$ cat src/rtl/rgb_fade_pwm_core.sv
// Triangle fade generator driving a free-running PWM comparator. pwm_out lags pwm_value by one clk.
// No flow control: every output is valid every cycle and nothing can stall it.
`timescale 1ns/1ps
module rgb_fade_pwm_core #(
   parameter int PWM_INTERVAL  = 1200,
   parameter int STEP_INTERVAL = 10000,
   parameter int STEP_MAX      = 200
) (
   input  logic                                clk,
   input  logic                                rst_n,
   output logic [$clog2(PWM_INTERVAL+1)-1:0]   pwm_value,
   output logic                                pwm_out,
   output logic                                fade_dir,
   output logic                                ramp_done
);

   localparam int STEP_VAL = PWM_INTERVAL / STEP_MAX;
   localparam int VW       = $clog2(PWM_INTERVAL + 1);
   localparam int SW       = $clog2(STEP_INTERVAL + 1);
   localparam int RW       = $clog2(STEP_MAX + 1);

   logic [SW-1:0] step_cnt_q, step_cnt_d;
   logic [RW-1:0] ramp_cnt_q, ramp_cnt_d;
   logic [VW-1:0] pwm_cnt_q, pwm_cnt_d;
   logic [VW-1:0] pwm_value_q, pwm_value_d;
   logic          fade_dir_q, fade_dir_d;
   logic          pwm_out_q, pwm_out_d;
   logic          ramp_done_q, ramp_done_d;
   logic          step_edge;
   logic          ramp_end;

   always_comb begin
      step_edge   = (step_cnt_q == SW'(STEP_INTERVAL - 1));
      ramp_end    = step_edge && (ramp_cnt_q == RW'(STEP_MAX - 1));

      step_cnt_d  = step_edge ? '0 : step_cnt_q + SW'(1);
      ramp_cnt_d  = ramp_cnt_q;
      pwm_value_d = pwm_value_q;
      fade_dir_d  = fade_dir_q;
      ramp_done_d = 1'b0;

      if (step_edge) begin
         // The ramp length is fixed by step count, so the end points are exact and cannot wrap.
         if (fade_dir_q) begin
            pwm_value_d = pwm_value_q + VW'(STEP_VAL);
         end else begin
            pwm_value_d = pwm_value_q - VW'(STEP_VAL);
         end
         if (ramp_end) begin
            ramp_cnt_d  = '0;
            fade_dir_d  = ~fade_dir_q;
            ramp_done_d = 1'b1;
         end else begin
            ramp_cnt_d  = ramp_cnt_q + RW'(1);
         end
      end

      pwm_cnt_d = (pwm_cnt_q == VW'(PWM_INTERVAL - 1)) ? '0 : pwm_cnt_q + VW'(1);
      // Compared against the live duty value; a mid-period change applies on the next cycle.
      pwm_out_d = (pwm_cnt_q < pwm_value_q);
   end

   always_ff @(posedge clk or negedge rst_n) begin
      if (!rst_n) begin
         step_cnt_q  <= '0;
         ramp_cnt_q  <= '0;
         pwm_cnt_q   <= '0;
         pwm_value_q <= '0;
         fade_dir_q  <= 1'b1;
         pwm_out_q   <= 1'b0;
         ramp_done_q <= 1'b0;
      end else begin
         step_cnt_q  <= step_cnt_d;
         ramp_cnt_q  <= ramp_cnt_d;
         pwm_cnt_q   <= pwm_cnt_d;
         pwm_value_q <= pwm_value_d;
         fade_dir_q  <= fade_dir_d;
         pwm_out_q   <= pwm_out_d;
         ramp_done_q <= ramp_done_d;
      end
   end

   assign pwm_value = pwm_value_q;
   assign pwm_out   = pwm_out_q;
   assign fade_dir  = fade_dir_q;
   assign ramp_done = ramp_done_q;

endmodule

$ cat config.mk
export PLATFORM = sky130hd
export DESIGN_NAME = rgb_fade_pwm_core
export DESIGN_NICKNAME = d
export VERILOG_FILES = /design/src/rtl/rgb_fade_pwm_core.sv
export SDC_FILE = /design/constraint.sdc
export NUM_CORES = 1
export LEC_CHECK = 0
export ABC_AREA = 1
export BUFFER_PORTS_ARGS = -buffer_cell sky130_fd_sc_hd__buf_2
export CAP_MARGIN = 20
export CORE_MARGIN = 8
export CORE_UTILIZATION = 25
export DETAILED_ROUTE_END_ITERATION = 6
export HOLD_SLACK_MARGIN = 0.12
export PLACE_DENSITY_LB_ADDON = 0.25
export SYNTH_ARGS = -nofsm -noshare
export SYNTH_HDL_FRONTEND = slang
export SYNTH_SLANG_ARGS = --single-unit
$ cat constraint.sdc
create_clock -name clk -period 2.4 [get_ports clk]
set_input_delay 0.12 -clock clk [delete_from_list [all_inputs] [get_ports clk]]
set_output_delay 0.12 -clock clk [all_outputs]
set_load 0.02 [all_outputs]
==> results of run 1 <==
[power groups by stage]
| stage | clock (mW) | combinational, mW | sequential [mW] |
|---|---|---|---|
| after global routing | 0.839 | 0.0245 | 0.774 |
| after detailed placement | 0 | 0.0205 | 0.790 |
| after CTS | 0.815 | 0.0219 | 0.775 |
| after global placement | 0 | 0.0205 | 0.790 |
| after floorplan | 0 | 0.00261 | 0.790 |
| final | 0.787 | 0.0197 | 0.775 |
[per-layer routing]
metal / vias to the layer above / GRT usage / wire [um] / part of all wire
met3: 7 / 0.0240 / 300 / 0.049
met1: 1074 / 0.114 / 3110 / 0.50
li1: 1231 / - / - / -
met5: - / 0 / 0 / 0
met2: 31 / 0.138 / 2650 / 0.43
met4: 0 / 0.0406 / 116 / 0.019
[kinds of logic (layout without fill, tap and decap cells)]
kind of cell               Yosys count  count (layout)  synth area share
AOI/OAI and AO/OA                   35              35            0.0650
buffers and inverters               65              86            0.0978
DFF                                 46              46             0.397
adders and majority gates           21              21            0.0930
other                                1               1           0.00129
and+or+nand+nor                    186             186             0.289
xor gates and xnor gates            19              19            0.0573
[worst min-delay path: cells and delay by family]
kind / cells / cell delay (ns)
buffers and inverters: 3 / 1.10
[state kept, by name, summed over array words and instances (netlist names)]
signal      count
pwm_out         1
ramp_done       1
fade_dir        1
pwm_cnt_q      11
pwm_value      10
step_cnt_q     14
ramp_cnt_q      8
[cell type report]
class                   count  area share
clock inverters             3      0.0121
inverters                  60      0.0691
flip-flops and latches     46       0.350
well taps                 143      0.0543
repair buffers             18      0.0311
multi-input cells         262       0.446
clock buffers               5      0.0380
[layout by cell type (no fill, tap or decap), types with 2 or more instances in the layout]
cell,count
inv_1,57
nand4_1,8
buf_2,14
inv_2,2
xor2_1,15
o21ai_2,2
nand2_1,84
o21ai_1,3
clkbuf_16,5
nand3_1,28
dfrtp_1,45
ha_1,20
a21oi_1,15
o21ai_0,12
nor2_1,39
xnor2_1,4
buf_4,3
clkinv_2,2
nor3_1,15
or2_2,3
[what timing repair did]
item                       CTS  global route
setup endpoints to repair    0             0
hold buffers                 1             0
hold endpoints to repair    45             0
[worst paths after layout]
check                                      endpoint  slack (ns)  cells after the start
setup reg to reg           pwm_value[8]$_DFFE_PN0N_        0.47                      8
max in group asynchronous         pwm_out$_DFF_PN0_        1.52                      3
setup / recovery           pwm_value[8]$_DFFE_PN0N_        0.47                      8
hold / removal              step_cnt_q[0]$_DFF_PN0_        0.46                      3
hold reg to reg             step_cnt_q[0]$_DFF_PN0_        0.46                      1
min in group clk            step_cnt_q[0]$_DFF_PN0_        0.46                      1
==> metrics, run 1 <==
gr usage total=0.0894; final worst-path cycle share=0.804; fmax=519 MHz; Fillers=1211; synth top area cells=dfrtp_1, nand2_1, ha_1; post_cts resized=0; vias in the first global route=2214; CTS root buffer=clkbuf_16; fin nets=416; # placed instances=528; Area Growth Syn to Fin=13.4%; P_leak=1.73 nW; CTS buffer count=5; Pins Over Slew Limit=0; Hold Crit Class=input port to asynchronous set/reset pin; Sequential Power Share=0.490; Max Root-Sink Buffers=2; CTS clk-pin slew, worst paths=0.06 ns; die span in y=124 um; CP max-delay cell=dfstp_2; initial antenna violation count=0; Mapped Avg Cell Area=7.79 sq um; DR vias=2343; Worst Hold Slack=0.458 ns; H-tree depth=2; Antenna Cells=0; violation count after the first detailed-route iteration=119; CP cell instances=inv_1, ha_1, a21oi_1, nor2_1, nor2_1, a21oi_1, nor2_1, nor2_1; Setup WS post-layout=0.471 ns; buffers plus inverters on the worst setup path=1; Via density=4.36; synthesized net count=396; # Max-Cap Violations=0; Pwr per Cell Area=480 nW/um^2; Int Power=1.27 mW; peak supply drop=0.249 mV; WP data required=2.58 ns; worst-path maximum fanout=8; clock network fraction of total power=0.498; post-place setup slack=0.462 ns; count leader, synth=nand2_1; Worst Path Arrival=2.11 ns; placed inst area=3120 sq um; drt first pass iters=5; Placer Congestion=0.833; mapped cell area=2910 sq um; worst r2r src=fade_dir$_DFFE_PN1P_; Final Instance Area=3300 sq um; Worst-Skew Late Latency=0.29 ns; number of enable flip-flop cells after synthesis=0; RSZ-0062 raised after global routing=no; total wire length=6180 um; multi-input combinational cell area=1470 sq um; combinational power share=0.012; TritonCTS clock tree=built; relative slew slack=0.588; IO Pins=16; largest area contributor in the netlist=dfrtp_1; Setup crit end kind=flop; Least-Margin Pin Slew=0.619 ns; number of port buffers=14; CP most frequent cell=nor2_1; Most used DFF post-synth=dfrtp_1; sequential standard cell area=1150 sq um; total power=1.58 mW; Cell variety after synth=35; sequential cell area fraction in the yosys report=0.397; top cells by count, synth=nand2_1, inv_1, dfrtp_1, nor2_1, nand3_1; largest net degree at the start of global routing=47; Final HPWL DP=4680 um; Initial Util=0.256; FP Rows=39; setup TNS=0 ns; P_sw=0.317 mW; Yosys top cell area share=0.388; core outline area=11400 sq um; Final setup viols=0; die area=15300 sq um; CP startpoint=fade_dir$_DFFE_PN1P_; Critical Path Start Type=flop; final non-filler cell total=537; Die X=124 um; # clock sinks=46; number of setup buffers added after CTS=0; Core Util, Final=0.290; first-pass GRT wire length=10700 um; CP delay by family, top=flip-flops; minimum clock period after layout=1.93 ns; ANT nets after route=0; kind of critical path=flop to flop; Final Hold Fails=0; synth warn=0; clock skew=0.00274 ns; Synth Instances=373; status=completed; Async S/R FF share, synth=1.00; Congestion Overflow GR=0; DRC=0; DR WL/cell=11.5 um; CP max stage delay=0.58 ns; Yosys reg bits=46; Sw Share=0.200; ratio of cells with drive above 1 in the final layout=0.104
Power figures use the tool's default switching activity.
==> run 2: changes to the inputs <==
Clock period 2.4 ns to 1.9 ns, I/O delays scaled along.
==> metrics, run 2 (synthesis results as in run 1) <==
status=completed; violation count after the first detailed-route iteration=143; core outline area=11400 sq um; largest net degree at the start of global routing=47; RSZ-0062 raised after global routing=yes; ratio of cells with drive above 1 in the final layout=0.167; FP Rows=39; Pins Over Slew Limit=0; clock skew=0.00728 ns; relative slew slack=0.575; TritonCTS clock tree=built; die span in y=124 um; die area=15300 sq um; WP data required=2.07 ns; CP max stage delay=0.56 ns; DR WL/cell=11.6 um; Via density=4.40; Largest register FFs=14; kind of critical path=flop to flop; Least-Margin Pin Slew=0.638 ns; CP cell instances=clkinvlp_4, buf_6, ha_4, nand3_1, nand3_1, nand2_1, nand2_1, nand2_1, nand3_1, o21ai_0; H-tree depth=2; initial antenna violation count=0; Setup crit end kind=flop; drt first pass iters=4; CTS root buffer=clkbuf_16; vias in the first global route=2185; Worst-Skew Late Latency=0.29 ns; Critical Path Start Type=flop; final worst-path cycle share=0.977; fin nets=424; R2R depth=10; fmax=539 MHz; CTS buffer count=5; peak supply drop=0.285 mV; worst-path maximum fanout=5; r2r endpoint=pwm_value[6]$_DFFE_PN0N_; IO Pins=16; Max Root-Sink Buffers=2; worst r2r src=fade_dir$_DFFE_PN1P_; Final Hold Fails=0; CP max-delay cell=dfstp_2; most common cell after layout, fill and taps aside=nand2_1; Core Util, Final=0.311; DRC=0; number of port buffers=14; P_leak=1.80 nW; Placer Congestion=0.816; total wire length=6300 um; most frequent cells in the layout=nand2_1, inv_1, dfrtp_1; minimum clock period after layout=1.86 ns; first-pass GRT wire length=10600 um; Pwr per Cell Area=610 nW/um^2; Hold Crit Class=input port to asynchronous set/reset pin; Final setup viols=0; Antenna Cells=0; Initial Util=0.256; Most flops, register=step_cnt_q; Area Growth Syn to Fin=21.7%; CTS clk-pin slew, worst paths=0.07 ns; gr usage total=0.0869; R2R setup slack=0.04 ns; Final HPWL DP=4600 um; Worst Path Arrival=2.03 ns; ANT nets after route=0; Congestion Overflow GR=0; # clock sinks=46; # Max-Cap Violations=0; DR vias=2396; Die X=124 um; setup TNS=0 ns
run 2: area by class of cell:
class	count	area, sq um
Clock inverter	3	68.8
Multi-Input combinational cell	262	1590
Clock buffer	5	125
Inverter	60	235
Sequential cell	46	1150
Fill cell	1201	7830
Timing Repair Buffer	26	191
Tap cell	143	179
run 2: worst max-delay path by stage:
stage / from / endpoint / slack (ns) / depth (start not counted)
4_1_cts: fade_dir$_DFFE_PN1P_ / pwm_value[8]$_DFFE_PN0N_ / 0.05 / 8
3_3_place_gp: fade_dir$_DFFE_PN1P_ / pwm_value[8]$_DFFE_PN0N_ / 0.11 / 8
3_5_place_dp: fade_dir$_DFFE_PN1P_ / pwm_value[8]$_DFFE_PN0N_ / 0.07 / 8
6_report: fade_dir$_DFFE_PN1P_ / pwm_value[6]$_DFFE_PN0N_ / 0.04 / 10
2_1_floorplan: fade_dir$_DFFE_PN1P_ / pwm_value[8]$_DFFE_PN0N_ / 0.06 / 8
5_1_grt: fade_dir$_DFFE_PN1P_ / pwm_value[6]$_DFFE_PN0N_ / -0.06 / 10
run 2: critical path: cells and delay by family, from the launching register on:
family | cells | cell delay (ns)
AOI/OAI and AO/OA | 1 | 0.08
and+or+nand+nor | 6 | 0.52
buffers and inverters | 2 | 0.30
DFF | 1 | 0.56
adders and majority gates | 1 | 0.28
run 2: repair_timing:
item | CTS | global route
buffers inserted | 0 | 5
endpoints found under the setup margin | 0 | 6
gates resized for setup | 0 | 21
hold endpoints to repair | 45 | 0
hold buffers | 1 | 0
run 2: metrics by stage:
stage	power, mW	instance area (sq um)	instances	hold slack, ns	setup slack, ns
final	2.16	3540	545	0.426	0.0432
after global routing	2.23	3540	545	0.487	-0.0646
after global placement	1.02	3140	531	0.249	0.105
after CTS	2.19	3350	540	0.463	0.0530
after detailed placement	1.02	3140	531	0.256	0.0688
after floorplan	1.00	2910	373	-0.201	0.0649
run 2: layer usage:
metal,wire [um],global-route usage,vias to the layer above
li1,-,-,1246
met1,3090,0.113,1096
met2,2750,0.135,49
met3,363,0.0240,5
met4,94,0.0316,0
met5,0,0,-
run 2: power by group:
group	internal [mW]	total (mW)	switching [mW]
clock	0.756	1.15	0.396
combinational	0.00339	0.0255	0.0221
sequential	0.979	0.979	0
==> run 3: changes to the inputs <==
Settings changed: ABC_AREA 1 to 0, CELL_PAD_IN_SITES_DETAIL_PLACEMENT from default to 0, CELL_PAD_IN_SITES_GLOBAL_PLACEMENT from default to 1, CORE_ASPECT_RATIO from default to 1.4.
==> metrics, run 3 <==
combinational power share=0.014; CTS root buffer=clkbuf_16; drt first pass iters=4; Hold Crit Class=input port to asynchronous set/reset pin; P_sw=0.427 mW; CTS buffer count=5; vias in the first global route=1999; Die X=102 um; ratio of cells with drive above 1 in the final layout=0.215; TritonCTS clock tree=built; Yosys reg bits=46; minimum clock period after layout=1.86 ns; Cell variety after synth=48; peak supply drop=0.379 mV; most frequent cells in the layout=dfrtp_1, nand2_1, nor2_1, buf_4, o21ai_0; Sequential Power Share=0.481; status=completed; relative slew slack=0.653; Final setup viols=0; Pins Over Slew Limit=0; total wire length=5770 um; Worst-Skew Late Latency=0.29 ns; clock network fraction of total power=0.505; largest net degree at the start of global routing=28; Mapped Avg Cell Area=9.93 sq um; WP data required=2.07 ns; die area=14000 sq um; Yosys top cell area share=0.431; largest area contributor in the netlist=dfrtp_1; ANT nets after route=0; Area Growth Syn to Fin=23.2%; Initial Util=0.254; Int Power=1.61 mW; Core Util, Final=0.312; top cells by count, synth=dfrtp_1, nand2_1, nor2_1, o21ai_0, ha_1; Fillers=1104; IO Pins=16; number of port buffers=14; Final Instance Area=3220 sq um; Worst Path Arrival=2.03 ns; Max Root-Sink Buffers=2; initial antenna violation count=0; violation count after the first detailed-route iteration=59; Critical Path Start Type=flop; Largest register FFs=14; core outline area=10300 sq um; final non-filler cell total=441; worst r2r src=fade_dir$_DFFE_PN1P_; total power=2.03 mW; DR WL/cell=13.1 um; Least-Margin Pin Slew=0.520 ns; CTS clk-pin slew, worst paths=0.07 ns; count leader, synth=dfrtp_1; P_leak=1.45 nW; Async S/R FF share, synth=1.00; Setup WS post-layout=0.0411 ns; DRC=0; Setup crit end kind=flop; placed inst area=3020 sq um; sequential standard cell area=1150 sq um; Synth Instances=263; R2R depth=8; Via density=4.44; fmax=538 MHz; Final HPWL DP=4320 um; Placer Congestion=0.754; Pwr per Cell Area=632 nW/um^2; Worst Hold Slack=0.313 ns; post-place setup slack=-0.0179 ns; DR vias=1956; multi-input combinational cell area=1410 sq um; Most flops, register=step_cnt_q; gr usage total=0.0905; synth top area cells=dfrtp_1, ha_1, xnor2_1; FP Rows=44; first-pass GRT wire length=9850 um; # placed instances=432; R2R setup slack=0.04 ns; RSZ-0062 raised after global routing=yes; # clock sinks=46; final worst-path cycle share=0.978; setup TNS=0 ns; most common cell after layout, fill and taps aside=dfrtp_1; Antenna Cells=0; CP endpoint=pwm_value[9]$_DFFE_PN0N_; fin nets=325; synth warn=0; die span in y=137 um; Most used DFF post-synth=dfrtp_1; Congestion Overflow GR=0; CP startpoint=fade_dir$_DFFE_PN1P_; synthesized net count=286; Final Hold Fails=0; kind of critical path=flop to flop; worst-path maximum fanout=7; r2r endpoint=pwm_value[9]$_DFFE_PN0N_; mapped cell area=2610 sq um; H-tree depth=2; number of enable flip-flop cells after synthesis=0; sequential cell area fraction in the yosys report=0.441; clock skew=0.00556 ns; Sw Share=0.210; # Max-Cap Violations=0
## run 3: cell types whose count changed after synthesis, sizes merged, moves of 5 or more
cell | before | now
nor3 | 17 | 4
a21oi | 15 | 9
o21ai | 17 | 24
nand3 | 29 | 15
xnor2 | 4 | 14
nor2 | 42 | 25
inv | 60 | 11
nand2 | 85 | 28
and3 | 0 | 5
## run 3: cell families (layout without fill, tap and decap cells)
family                     count (synthesis)  in the layout  synth area share
and+or+nand+nor                           97             97             0.199
buffers and inverters                     17             57            0.0340
other                                      1              1           0.00144
AOI/OAI and AO/OA                         52             52             0.123
muxes                                      1              1           0.00383
xor gates and xnor gates                  28             28            0.0939
DFF                                       46             46             0.441
adders and majority gates                 21             21             0.103
## run 3: cell type report
class	count	share of cell area
Multi-Input combinational cell	200	0.439
Sequential cell	46	0.358
Timing Repair Buffer	38	0.0825
Tap cell	138	0.0537
Clock buffer	5	0.0389
Clock inverter	3	0.0140
Inverter	11	0.0136
## run 3: worst min path at each step
stage	startpoint	to	slack, ns	depth (start not counted)
final	rst_n	pwm_value[6]$_DFFE_PN0N_	0.31	2
after global placement	rst_n	pwm_value[6]$_DFFE_PN0N_	0.09	1
after global routing	rst_n	pwm_value[7]$_DFFE_PN0N_	0.36	2
after CTS	rst_n	pwm_value[6]$_DFFE_PN0N_	0.34	2
after floorplan	rst_n	pwm_cnt_q[0]$_DFF_PN0_	-0.20	0
after detailed placement	rst_n	pwm_value[6]$_DFFE_PN0N_	0.10	1
## run 3: power groups by stage
stage | Combinational, mW | Sequential, mW | Clock (mW)
after floorplan | 0.00329 | 0.998 | 0
after global placement | 0.0291 | 0.998 | 0
after detailed placement | 0.0295 | 0.998 | 0
after CTS | 0.0309 | 0.978 | 1.06
after global routing | 0.0337 | 0.978 | 1.09
final | 0.0287 | 0.979 | 1.03
## run 3: critical path, stage by stage, from the launching register on
cell     delay (ns)
dfstp_2        0.57
inv_4          0.07
ha_4           0.23
a21o_1         0.19
a21oi_2        0.17
o21ai_1        0.08
a31oi_1        0.20
xor2_1         0.17
o21ai_1        0.07
## run 3: per-layer routing
| metal | wire length, um | global-route usage |
|---|---|---|
| met5 | 0 | 0 |
| met4 | 91 | 0.0369 |
| met3 | 185 | 0.0199 |
| met2 | 2920 | 0.156 |
| met1 | 2570 | 0.105 |
## run 3: timing repair
item / 4_1_cts / 5_1_grt
gates resized for setup: 1 / 5
setup endpoints to repair: 2 / 4
hold endpoints to repair: 18 / 0
hold buffers: 1 / 0
pin swaps: 3 / 7
setup buffers: 0 / 0
